[src/rtl/updn_mod_counter.sv]
// Up/down modulo-(MAX+1) counter with one-shot halt and terminal-count pulse.
// Optional parallel load: define UPDN_CNT_LOAD_EN to add load/load_val ports.
module updn_mod_counter #(
  parameter int WIDTH = 4,
  parameter int MAX   = 2**WIDTH-1
) (
  input  logic             clk,
  input  logic             rstn,
  input  logic             en,
  input  logic             up_dn,
  input  logic             oneshot,
`ifdef UPDN_CNT_LOAD_EN
  input  logic             load,
  input  logic [WIDTH-1:0] load_val,
`endif
  output logic [WIDTH-1:0] count_out,
  output logic             tc,
  output logic             done
);

  localparam logic [WIDTH-1:0] MAX_V  = WIDTH'(MAX);
  localparam logic [WIDTH-1:0] ZERO_V = {WIDTH{1'b0}};
  localparam logic [WIDTH-1:0] ONE_V  = {{(WIDTH-1){1'b0}}, 1'b1};

  typedef enum logic [0:0] {
    RUN  = 1'b0,
    HALT = 1'b1
  } state_t;

  state_t           state_r, state_s;
  logic [WIDTH-1:0] count_r, count_s;
  logic             tc_r, tc_s;
  logic             done_r, done_s;
  logic             term_s;
  logic             load_s;
  logic [WIDTH-1:0] load_val_s;

  // Out-of-range load values clamp to the terminal so the count stays in 0..MAX.
  function automatic logic [WIDTH-1:0] sat_load(input logic [WIDTH-1:0] v);
    if (v > MAX_V) begin
      sat_load = MAX_V;
    end else begin
      sat_load = v;
    end
  endfunction

`ifdef UPDN_CNT_LOAD_EN
  assign load_s     = load;
  assign load_val_s = load_val;
`else
  assign load_s     = 1'b0;
  assign load_val_s = ZERO_V;
`endif

  // Next-state, next-count and flag logic; load overrides everything.
  always_comb begin
    state_s = state_r;
    count_s = count_r;
    tc_s    = 1'b0;
    done_s  = done_r;
    term_s  = up_dn ? (count_r == MAX_V) : (count_r == ZERO_V);
    if (load_s) begin
      state_s = RUN;
      count_s = sat_load(load_val_s);
      tc_s    = 1'b0;
      done_s  = 1'b0;
    end else begin
      case (state_r)
        RUN: begin
          done_s = 1'b0;
          if (en) begin
            if (!term_s) begin
              count_s = up_dn ? (count_r + ONE_V) : (count_r - ONE_V);
            end else if (!oneshot) begin
              count_s = up_dn ? ZERO_V : MAX_V;
              tc_s    = 1'b1;
            end else begin
              tc_s    = 1'b1;
              state_s = HALT;
              done_s  = 1'b1;
            end
          end else begin
            count_s = count_r;
          end
        end
        HALT: begin
          if (!oneshot) begin
            state_s = RUN;
            done_s  = 1'b0;
          end else begin
            state_s = HALT;
            done_s  = 1'b1;
          end
        end
        default: begin
          state_s = RUN;
          done_s  = 1'b0;
        end
      endcase
    end
  end

  // State and output registers; reset parks at the top of the range.
  always_ff @(posedge clk or negedge rstn) begin
    if (!rstn) begin
      state_r <= RUN;
      count_r <= MAX_V;
      tc_r    <= 1'b0;
      done_r  <= 1'b0;
    end else begin
      state_r <= state_s;
      count_r <= count_s;
      tc_r    <= tc_s;
      done_r  <= done_s;
    end
  end

  assign count_out = count_r;
  assign tc        = tc_r;
  assign done      = done_r;

endmodule

[config.mk]
export PLATFORM = sky130hd
export DESIGN_NAME = updn_mod_counter
export DESIGN_NICKNAME = d
export VERILOG_FILES = /design/src/rtl/updn_mod_counter.sv
export SDC_FILE = /design/constraint.sdc
export NUM_CORES = 1
export LEC_CHECK = 0
export ABC_AREA = 1
export CORE_AREA = 2 2 39 41
export DETAILED_ROUTE_END_ITERATION = 12
export DIE_AREA = 0 0 41 43
export HOLD_SLACK_MARGIN = 0.02
export PLACE_DENSITY = 0.55
export SETUP_SLACK_MARGIN = 0.3
export SYNTH_ARGS = -nofsm -noshare
export SYNTH_HDL_FRONTEND = slang
export SYNTH_SLANG_ARGS = --single-unit
[constraint.sdc]
create_clock -name clk -period 1.5 [get_ports clk]
set_input_delay 0.15 -clock clk [delete_from_list [all_inputs] [get_ports clk]]
set_output_delay 0.15 -clock clk [all_outputs]
set_load 0.005 [all_outputs]
# Yosys cells after proc, flatten, opt, wreduce, memory -nomap -nowiden

Index checks and enable logic that the tools add are counted.

Eq/ne operators: 2
Add/sub/neg operators: 2
Reductions and logical operators: 2
Muxes and demuxes: 12
Bitwise operators: 1

Operators with widths:

| cell                | number |
|---|---|
| $mux 4              | 4 |
| $mux 1              | 7 |
| $add 4x1->4 const B | 1 |
| $eq 4x4->1 const B  | 1 |
| $logic_not 4->1     | 1 |
| $sub 4x1->4 const B | 1 |
| $reduce_and 3->1    | 1 |
| $ne 2x2->1 const B  | 1 |
| $pmux 1 s2          | 1 |
| $not 1->1           | 1 |

Logic and storage cells: 22
Input port bits: 5
Flip-flop bits (word level): 6
Output and inout port bits: 6

# Logic depth before layout (Yosys ltp)

Gate-level depths: netlist of the first run.

Word-level depth: 5
Depth in mapped cells: 10
Mapped depth without buffers: 10

# Worst setup path after synthesis of the first run

No wires, ideal clock.

Path kind: reg-to-reg
Start point: reg count_r[2] (netlist: count_out[2])
End point: reg count_r[3] (netlist: count_out[3])
Stages on the path, launching flop included: 9
Period minus slack after synthesis: 1.446 ns
Setup time: 0.076 ns
Path slack: 0.054 ns
Data required time: 1.424 ns
Buffers on the path: 0
Data arrival time: 1.371 ns
Path through: dfstp_2 ha_1 or2_2 nand2_1 nand2_1 nand3_1 nand2_1 nand2_1 nand2_1

Word-level cells in the longest chain between the ends: 4
Elaborated cells between the ends (all ways): 9
Those cells by class: 2 x add/sub; 2 x eq/ne; 3 x mux; 2 x reduce/logical

Ends and longest elaborated chain:

| element                                                             | line | source |
|---|---|---|
| from (decl)                                                         | 31   | `logic [WIDTH-1:0] count_r, count_s;` |
| from (signal assigned)                                              | 112  | `count_r <= count_s;` |
| parallel branches: the longest is 4 deep, another holds $sub 4x1->4 | -    |  |

Parallel ways; which one is timed is not known.
A chain may end at the register's enable or synchronous reset.

# Final worst setup path of the first run

Ends and elaborated chain as after synthesis.

==> Flow_metrics.wiki, run 1 <==
{| class="wikitable"
! Metric !! Value
|-
| Run status || completed
|-
| Clock Pin Slew Worst Setup and Hold Paths || 0.05 ns
|-
| Accumulated negative setup slack || 0 ns
|-
| Placement row count || 14
|-
| Worst r2r path cells || 9
|-
| Final design area excluding fillers || 711 µm²
|-
| Global-route congestion overflow total || 0
|-
| Most common library cell in the layout ignoring fill and taps || sky130_fd_sc_hd__nand2_1
|-
| Pwr/cell area || 1920 mW/mm²
|-
| Number of pins with negative max-slew slack in the final report || 0
|-
| Cells traversed along the worst timing path || buf_6 > ha_4 > or2_4 > nand2_2 > nand2_1 > nand3_1 > nand2_1 > nand2_1 > nand2_1
|-
| Endpoint type of the worst setup path || register
|-
| Max-capacitance violation count || 0
|-
| Portion of the clock cycle consumed by the worst path in the final layout || 96.2%
|-
| Boundary pin count || 11
|-
| Via count of the first global-routing pass || 443
|-
| Placement-stage cell area || 583 µm²
|-
| Cell with the largest stage delay on the worst path || sky130_fd_sc_hd__dfstp_2
|-
| Unique masters post-synth || 15
|-
| Global router's overall resource usage || 14.8%
|-
| Post-Route Skew || 0.00242 ns
|-
| Vias per inst || 4.69
|-
| Drt total wl || 1130 µm
|-
| Final critical-path required period || 1.44 ns
|-
| Number of levels the H-tree was split into || 1
|-
| Final hold violation count || 0
|-
| Pin slew with the least headroom to its limit || 0.274 ns
|-
| Leakage || 0.378 nW
|-
| Seq cells post-synth || 6
|-
| Highest clock rate || 693 MHz
|-
| Number of standard cells after synthesis || 57
|-
| Die outline width || 41 µm
|-
| Synthesized netlist net count || 65
|-
| Number of buffers added by the clock tree synthesis step || 3
|-
| Number of sinks on the clock net || 6
|-
| Cell at the root of the clock tree || sky130_fd_sc_hd__clkbuf_4
|-
| Nets || 89
|-
| Path category of the worst min-delay check || input pin to asynchronous set/reset pin
|-
| CTS tree || built
|-
| Wire length of the first global-routing pass || 1740 µm
|-
| HPWL Detailed || 696 µm
|-
| Max Fanout on Critical Path || 2
|-
| Antenna Nets Post-Route || 0
|-
| Drc violations || 0
|-
| Die Y || 43 µm
|-
| Worst-skew pair later-pin latency || 0.25 ns
|-
| Total of endpoints with negative setup slack in the final report || 0
|-
| RSZ-0062 raised after global routing || yes
|-
| Count of input and output buffers || 10
|-
| Average instance area after synthesis || 7.29 µm²
|-
| Initial antenna violation count || 0
|-
| Count of TritonRoute iterations in the first routing pass || 4
|-
| Via count || 450
|-
| Worst path arrival time || 1.62 ns
|-
| Relative slew margins || 81.7%
|-
| Req. time, crit path || 1.68 ns
|-
| GP Congestion || 0.719
|-
| Synth Warn # || 0
|-
| Part of the Yosys area used for sequential elements || 37.3%
|-
| Netlist area before placement || 415 µm²
|-
| ANT cells || 0
|-
| Share of layout cells above drive strength 1 || 45.0%
|-
| Critical path class || register to register
|-
| Slowest cell delay on critical path || 0.54 ns
|-
| Overall die area || 0.00176 mm²
|-
| Pin count of the biggest net entering global routing || 7
|-
| Synthesis-to-finish area growth || 71.1%
|-
| Starting density of the core || 30.0%
|-
| Drt wl/cell || 11.7 µm
|-
| CP startpoint kind || register
|-
| Area inside the core boundary || 0.00138 mm²
|-
| IR Drop Worst-Case VDD || 0.577 mV
|-
| Detailed Route Iter0 Violations || 6
|-
| Most frequent cells in the layout || sky130_fd_sc_hd__nand2_1, sky130_fd_sc_hd__nand2_2, sky130_fd_sc_hd__inv_1, sky130_fd_sc_hd__buf_4
|-
| Buffers from clock root to sink, at most || 2
|-
| Number of hold buffers added after CTS || 0
|-
| Top cell by count, worst path || sky130_fd_sc_hd__nand2_1
|}
[registers in the layout, summed over array words and instances, names as in the netlist]
register	cells
count_out	4
done	1
tc	1
[kinds of logic after synthesis]
group / count (synthesis) / share of synthesized area [%]
adders and majority gates: 3 / 10.8
DFF: 6 / 37.3
AOI/OAI and AO/OA: 3 / 5.12
and+or+nand+nor: 38 / 39.2
buffers and inverters: 6 / 5.42
xor gates and xnor gates: 1 / 2.11
[cell type report]
cell class | count | area [µm²]
fill | 139 | 673
timing repair buffer | 19 | 173
inverter | 6 | 22.5
multi-input combinational | 45 | 314
clock buffer | 4 | 26.3
tap | 16 | 20.0
sequential | 6 | 155
[repair_timing]
item,CTS,global route
pin swaps,8,8
resized for setup,15,15
setup endpoints to repair,12,9
hold endpoints to repair,0,0
buffers inserted,5,0
[metal layers]
| metal | GRT usage [%] | up-vias | share of wire (%) |
|---|---|---|---|
| li1 | - | 221 | - |
| met1 | 17.5 | 216 | 41 |
| met2 | 24.4 | 13 | 55 |
| met3 | 4.71 | 0 | 4.1 |
| met4 | 4.00 | 0 | 0 |
| met5 | 0 | - | 0 |
[Yosys cell counts]
cell                        n  area (µm²)
sky130_fd_sc_hd__a21oi_2    1        8.76
sky130_fd_sc_hd__nor2_1     5        18.8
sky130_fd_sc_hd__fa_1       1        20.0
sky130_fd_sc_hd__nand3_1    2        10.0
sky130_fd_sc_hd__ha_1       2        25.0
sky130_fd_sc_hd__or2_2      1        6.26
sky130_fd_sc_hd__nand2_2    3        18.8
sky130_fd_sc_hd__dfstp_2    4         105
sky130_fd_sc_hd__nand3b_2   1        11.3
sky130_fd_sc_hd__dfrtp_1    2        50.1
sky130_fd_sc_hd__a21boi_1   1        7.51
sky130_fd_sc_hd__xnor2_1    1        8.76
sky130_fd_sc_hd__nand2_1   26        97.6
sky130_fd_sc_hd__o21ai_0    1        5.00
sky130_fd_sc_hd__inv_1      6        22.5
[critical path: cells and delay by family, from the launching register on]
kind / cells / cell delay, ns
buf+inv: 1 / 0.10
flops: 1 / 0.54
fa+ha+maj: 1 / 0.19
simple gates: 7 / 0.55
[power breakdown]
part           switching [W]  leakage [nW]  internal, W
Clock              0.0000676        0.0150     0.000101
Combinational       0.000429         0.293     0.000452
Sequential         0.0000508        0.0696     0.000265
Total               0.000547         0.378     0.000819
[final timing paths]
path | endpoint | slack (ns) | start
worst max-delay path | count_out[3]$_DFFE_PN1P_ | 0.06 | count_out[2]$_DFFE_PN1P_
worst min-delay path | tc$_DFF_PN0_ | 0.14 | rstn
worst max register to register | count_out[3]$_DFFE_PN1P_ | 0.06 | count_out[2]$_DFFE_PN1P_
worst min register to register | tc$_DFF_PN0_ | 0.46 | done$_DFF_PN0_
max in group asynchronous | count_out[1]$_DFFE_PN1P_ | 1.09 | rstn
min in group clk | tc$_DFF_PN0_ | 0.46 | done$_DFF_PN0_
[metrics by stage]
stage	total power, W	instances	hold WS [ns]	utilization (%)	setup WS [ns]
detailed placement	0.000985	87	0.409	42.1	-0.168
global route	0.00147	96	0.159	51.4	-0.0101
floorplan	0.000719	57	-0.146	-	0.156
CTS	0.00129	96	0.136	48.2	0.0670
finish	0.00137	96	0.140	51.4	0.0568
global placement	0.000974	87	0.408	42.1	-0.127
Power figures use the tool's default switching activity.
==> run 2: changes to the inputs <==
--- a/config.mk
+++ b/config.mk
@@ -7,10 +7,13 @@
 export LEC_CHECK = 0
 export ABC_AREA = 1
 export CORE_AREA = 2 2 39 41
+export CTS_CLUSTER_DIAMETER = 150
 export DETAILED_ROUTE_END_ITERATION = 12
 export DIE_AREA = 0 0 41 43
+export DONT_BUFFER_PORTS = 1
+export GPL_TIMING_DRIVEN = 0
 export HOLD_SLACK_MARGIN = 0.02
-export PLACE_DENSITY = 0.55
+export PLACE_DENSITY = 0.43
 export SETUP_SLACK_MARGIN = 0.3
 export SYNTH_ARGS = -nofsm -noshare
 export SYNTH_HDL_FRONTEND = slang
==> run 2 against run 1 <==
Net effect:
- sequential share of layout area up 6.9 points
- power down 23%
- clock power about the same
- count of clock-buffer cells in the layout unchanged
- sequential power up 26%
- sequential cell count unchanged
- global-route usage down 2.0 points
- combinational power down 45%
- setup slack better by 0.016 ns
- worst hold slack worse by 0.090 ns
- non-clock buffer count down 16
- clock skew up 0.0029 ns
==> Flow_metrics.wiki, run 2 (synthesis gave the netlist of run 1 again) <==
{| class="wikitable"
! Metric !! Value
|-
| Share of layout cells above drive strength 1 || 35.9% (-9.1 points)
|-
| Final critical-path required period || 1.43 ns (-0.0164 ns)
|-
| Vias per inst || 4.35 (-7.2%)
|-
| Max Fanout on Critical Path || 5 (+3)
|-
| Final design area excluding fillers || 541 µm² (-24%)
|-
| Worst-skew pair later-pin latency || 0.25 ns (about the same)
|-
| Placement row count || 14 (unchanged)
|-
| Global-route congestion overflow total || 0 (unchanged)
|-
| Run status || completed
|-
| Global router's overall resource usage || 12.8% (-2.0 points)
|-
| Number of sinks on the clock net || 6 (unchanged)
|-
| Endpoint type of the worst setup path || register
|-
| Pin slew with the least headroom to its limit || 0.292 ns (+0.0187 ns)
|-
| Relative slew margins || 80.4% (-1.3 points)
|-
| Initial antenna violation count || 0 (unchanged)
|-
| Number of pins with negative max-slew slack in the final report || 0 (unchanged)
|-
| Drc violations || 0 (unchanged)
|-
| Count of input and output buffers || 0 (-10)
|-
| Synthesis-to-finish area growth || 30.1%
|-
| Nets || 73 (-18%)
|-
| Number of buffers added by the clock tree synthesis step || 3 (unchanged)
|-
| Die outline width || 41 µm (unchanged)
|-
| Starting density of the core || 30.0% (unchanged)
|-
| Final hold violation count || 0 (unchanged)
|-
| Max-capacitance violation count || 0 (unchanged)
|-
| Flip-flop count of the largest register after layout || 4 (unchanged)
|-
| CP startpoint kind || register
|-
| Die Y || 43 µm (unchanged)
|-
| Switching power || 0.000439 W (-20%)
|-
| Antenna Nets Post-Route || 0 (unchanged)
|-
| Req. time, crit path || 1.69 ns (about the same)
|-
| Portion of the clock cycle consumed by the worst path in the final layout || 95.1% (-1.1 points)
|-
| Path category of the worst min-delay check || input pin to register
|-
| IR Drop Worst-Case VDD || 0.705 mV (+22%)
|-
| Fillers || 150 (+7.9%)
|-
| HPWL Detailed || 662 µm (-4.8%)
|-
| Post-Route Skew || 0.00531 ns (+0.00288 ns)
|-
| Most frequent cells in the layout || sky130_fd_sc_hd__nand2_1, sky130_fd_sc_hd__inv_1, sky130_fd_sc_hd__nand2_2
|-
| GP Congestion || 0.656 (-8.7%)
|-
| Overall die area || 0.00176 mm² (unchanged)
|-
| Most common library cell in the layout ignoring fill and taps || sky130_fd_sc_hd__nand2_1
|-
| Worst slack after detailed placement || 0.0762 ns (+0.244 ns)
|-
| Cell at the root of the clock tree || sky130_fd_sc_hd__clkbuf_4
|-
| Wire length of the first global-routing pass || 1500 µm (-14%)
|-
| Boundary pin count || 11 (unchanged)
|-
| Area inside the core boundary || 0.00138 mm² (unchanged)
|-
| Final Worst Setup Slack || 0.0733 ns (+0.0164 ns)
|-
| Number of levels the H-tree was split into || 1 (unchanged)
|-
| Count of TritonRoute iterations in the first routing pass || 4 (unchanged)
|-
| Switching part of the total || 41.8% (+1.7 points)
|-
| Total of endpoints with negative setup slack in the final report || 0 (unchanged)
|-
| Relative contribution of the clock network to total power || 16.2% (+3.8 points)
|-
| Final-layout worst hold slack || 0.0498 ns (-0.0903 ns)
|-
| Comb pwr share || 46.1% (-18 points)
|-
| Pwr/cell area || 1940 mW/mm² (+1.1%)
|-
| Seq pwr share || 37.8% (+15 points)
|-
| Drt wl/cell || 11.0 µm (-6.4%)
|-
| Internal Power || 0.000611 W (-25%)
|-
| Buffers from clock root to sink, at most || 2 (unchanged)
|-
| Highest clock rate || 701 MHz (+1.2%)
|-
| Placement-stage cell area || 453 µm² (-22%)
|-
| Pin count of the biggest net entering global routing || 8 (+1)
|-
| ANT cells || 0 (unchanged)
|-
| Critical path class || register to register
|-
| Via count || 348 (-23%)
|-
| Via count of the first global-routing pass || 333 (-25%)
|-
| Detailed Route Iter0 Violations || 3 (-3)
|-
| Worst path arrival time || 1.62 ns (about the same)
|-
| Leakage || 0.270 nW (-28%)
|-
| Drt total wl || 879 µm (-22%)
|-
| CTS tree || built
|-
| RSZ-0062 raised after global routing || yes
|-
| Clock Pin Slew Worst Setup and Hold Paths || 0.06 ns (about the same)
|}
-- run 2: area by class of cell --
class                           count  area (µm²)  area share, %
Multi-Input combinational cell     45         292           53.9
Sequential cell                     6         155           28.7
Clock buffer                        4        26.3           4.86
Timing Repair Buffer                3        25.0           4.63
Inverter                            6        22.5           4.17
Tap cell                           16        20.0           3.70
-- run 2: routing by layer --
metal,part of all wire (%),vias to the layer above,track usage [%],wire (µm)
met5,0,-,0,0
met4,0,0,8.00,0
met3,7.5,0,3.66,66
met2,44,10,15.9,390
met1,48,151,18.5,423
li1,-,187,-,-
-- run 2: stage by stage --
step	utilization, %	TNS (ns)	total power, W	std cells
2_1_floorplan	-	0	0.000719	57
3_3_place_gp	32.7	0	0.000806	73
3_5_place_dp	32.7	0	0.000811	73
4_1_cts	36.4	0	0.00100	79
5_1_grt	39.1	-0.00208	0.00118	80
6_report	39.1	0	0.00105	80
-- run 2: path summary, 6_finish.rpt --
kind	startpoint	end	slack, ns	cells after the start
max	count_out[2]$_DFFE_PN1P_	count_out[3]$_DFFE_PN1P_	0.07	7
min	oneshot	count_out[0]$_DFFE_PN1P_	0.05	3
max reg2reg	count_out[2]$_DFFE_PN1P_	count_out[3]$_DFFE_PN1P_	0.07	7
min reg2reg	done$_DFF_PN0_	tc$_DFF_PN0_	0.48	1
max in group asynchronous	rstn	count_out[2]$_DFFE_PN1P_	1.00	1
min in group asynchronous	rstn	done$_DFF_PN0_	0.22	1
-- run 2: worst max-delay path, stage by stage (launching register included) --
cell and delay (ns):
sky130_fd_sc_hd__dfstp_2 0.60, sky130_fd_sc_hd__ha_4 0.22, sky130_fd_sc_hd__or2_4 0.23, sky130_fd_sc_hd__nand3_1 0.09
sky130_fd_sc_hd__nand3_2 0.08, sky130_fd_sc_hd__nand2_2 0.05, sky130_fd_sc_hd__nand2_1 0.04, sky130_fd_sc_hd__nand2_1 0.05
-- run 2: repair_timing --
action / in CTS / in global routing
gates resized for setup: 1 / 6
hold endpoints to repair: 6 / 0
pin swaps: 3 / 2
buffers inserted: 1 / 1
hold buffers: 1 / 0
setup endpoints to repair: 6 / 6
-- run 2: power by group through the flow --
stage	logic (W)	registers, W	clock network [W]
after detailed placement	0.000412	0.000399	0
after CTS	0.000427	0.000396	0.000177
after global placement	0.000408	0.000398	0
after floorplan	0.000361	0.000359	0
after global routing	0.000578	0.000412	0.000190
final	0.000484	0.000397	0.000170
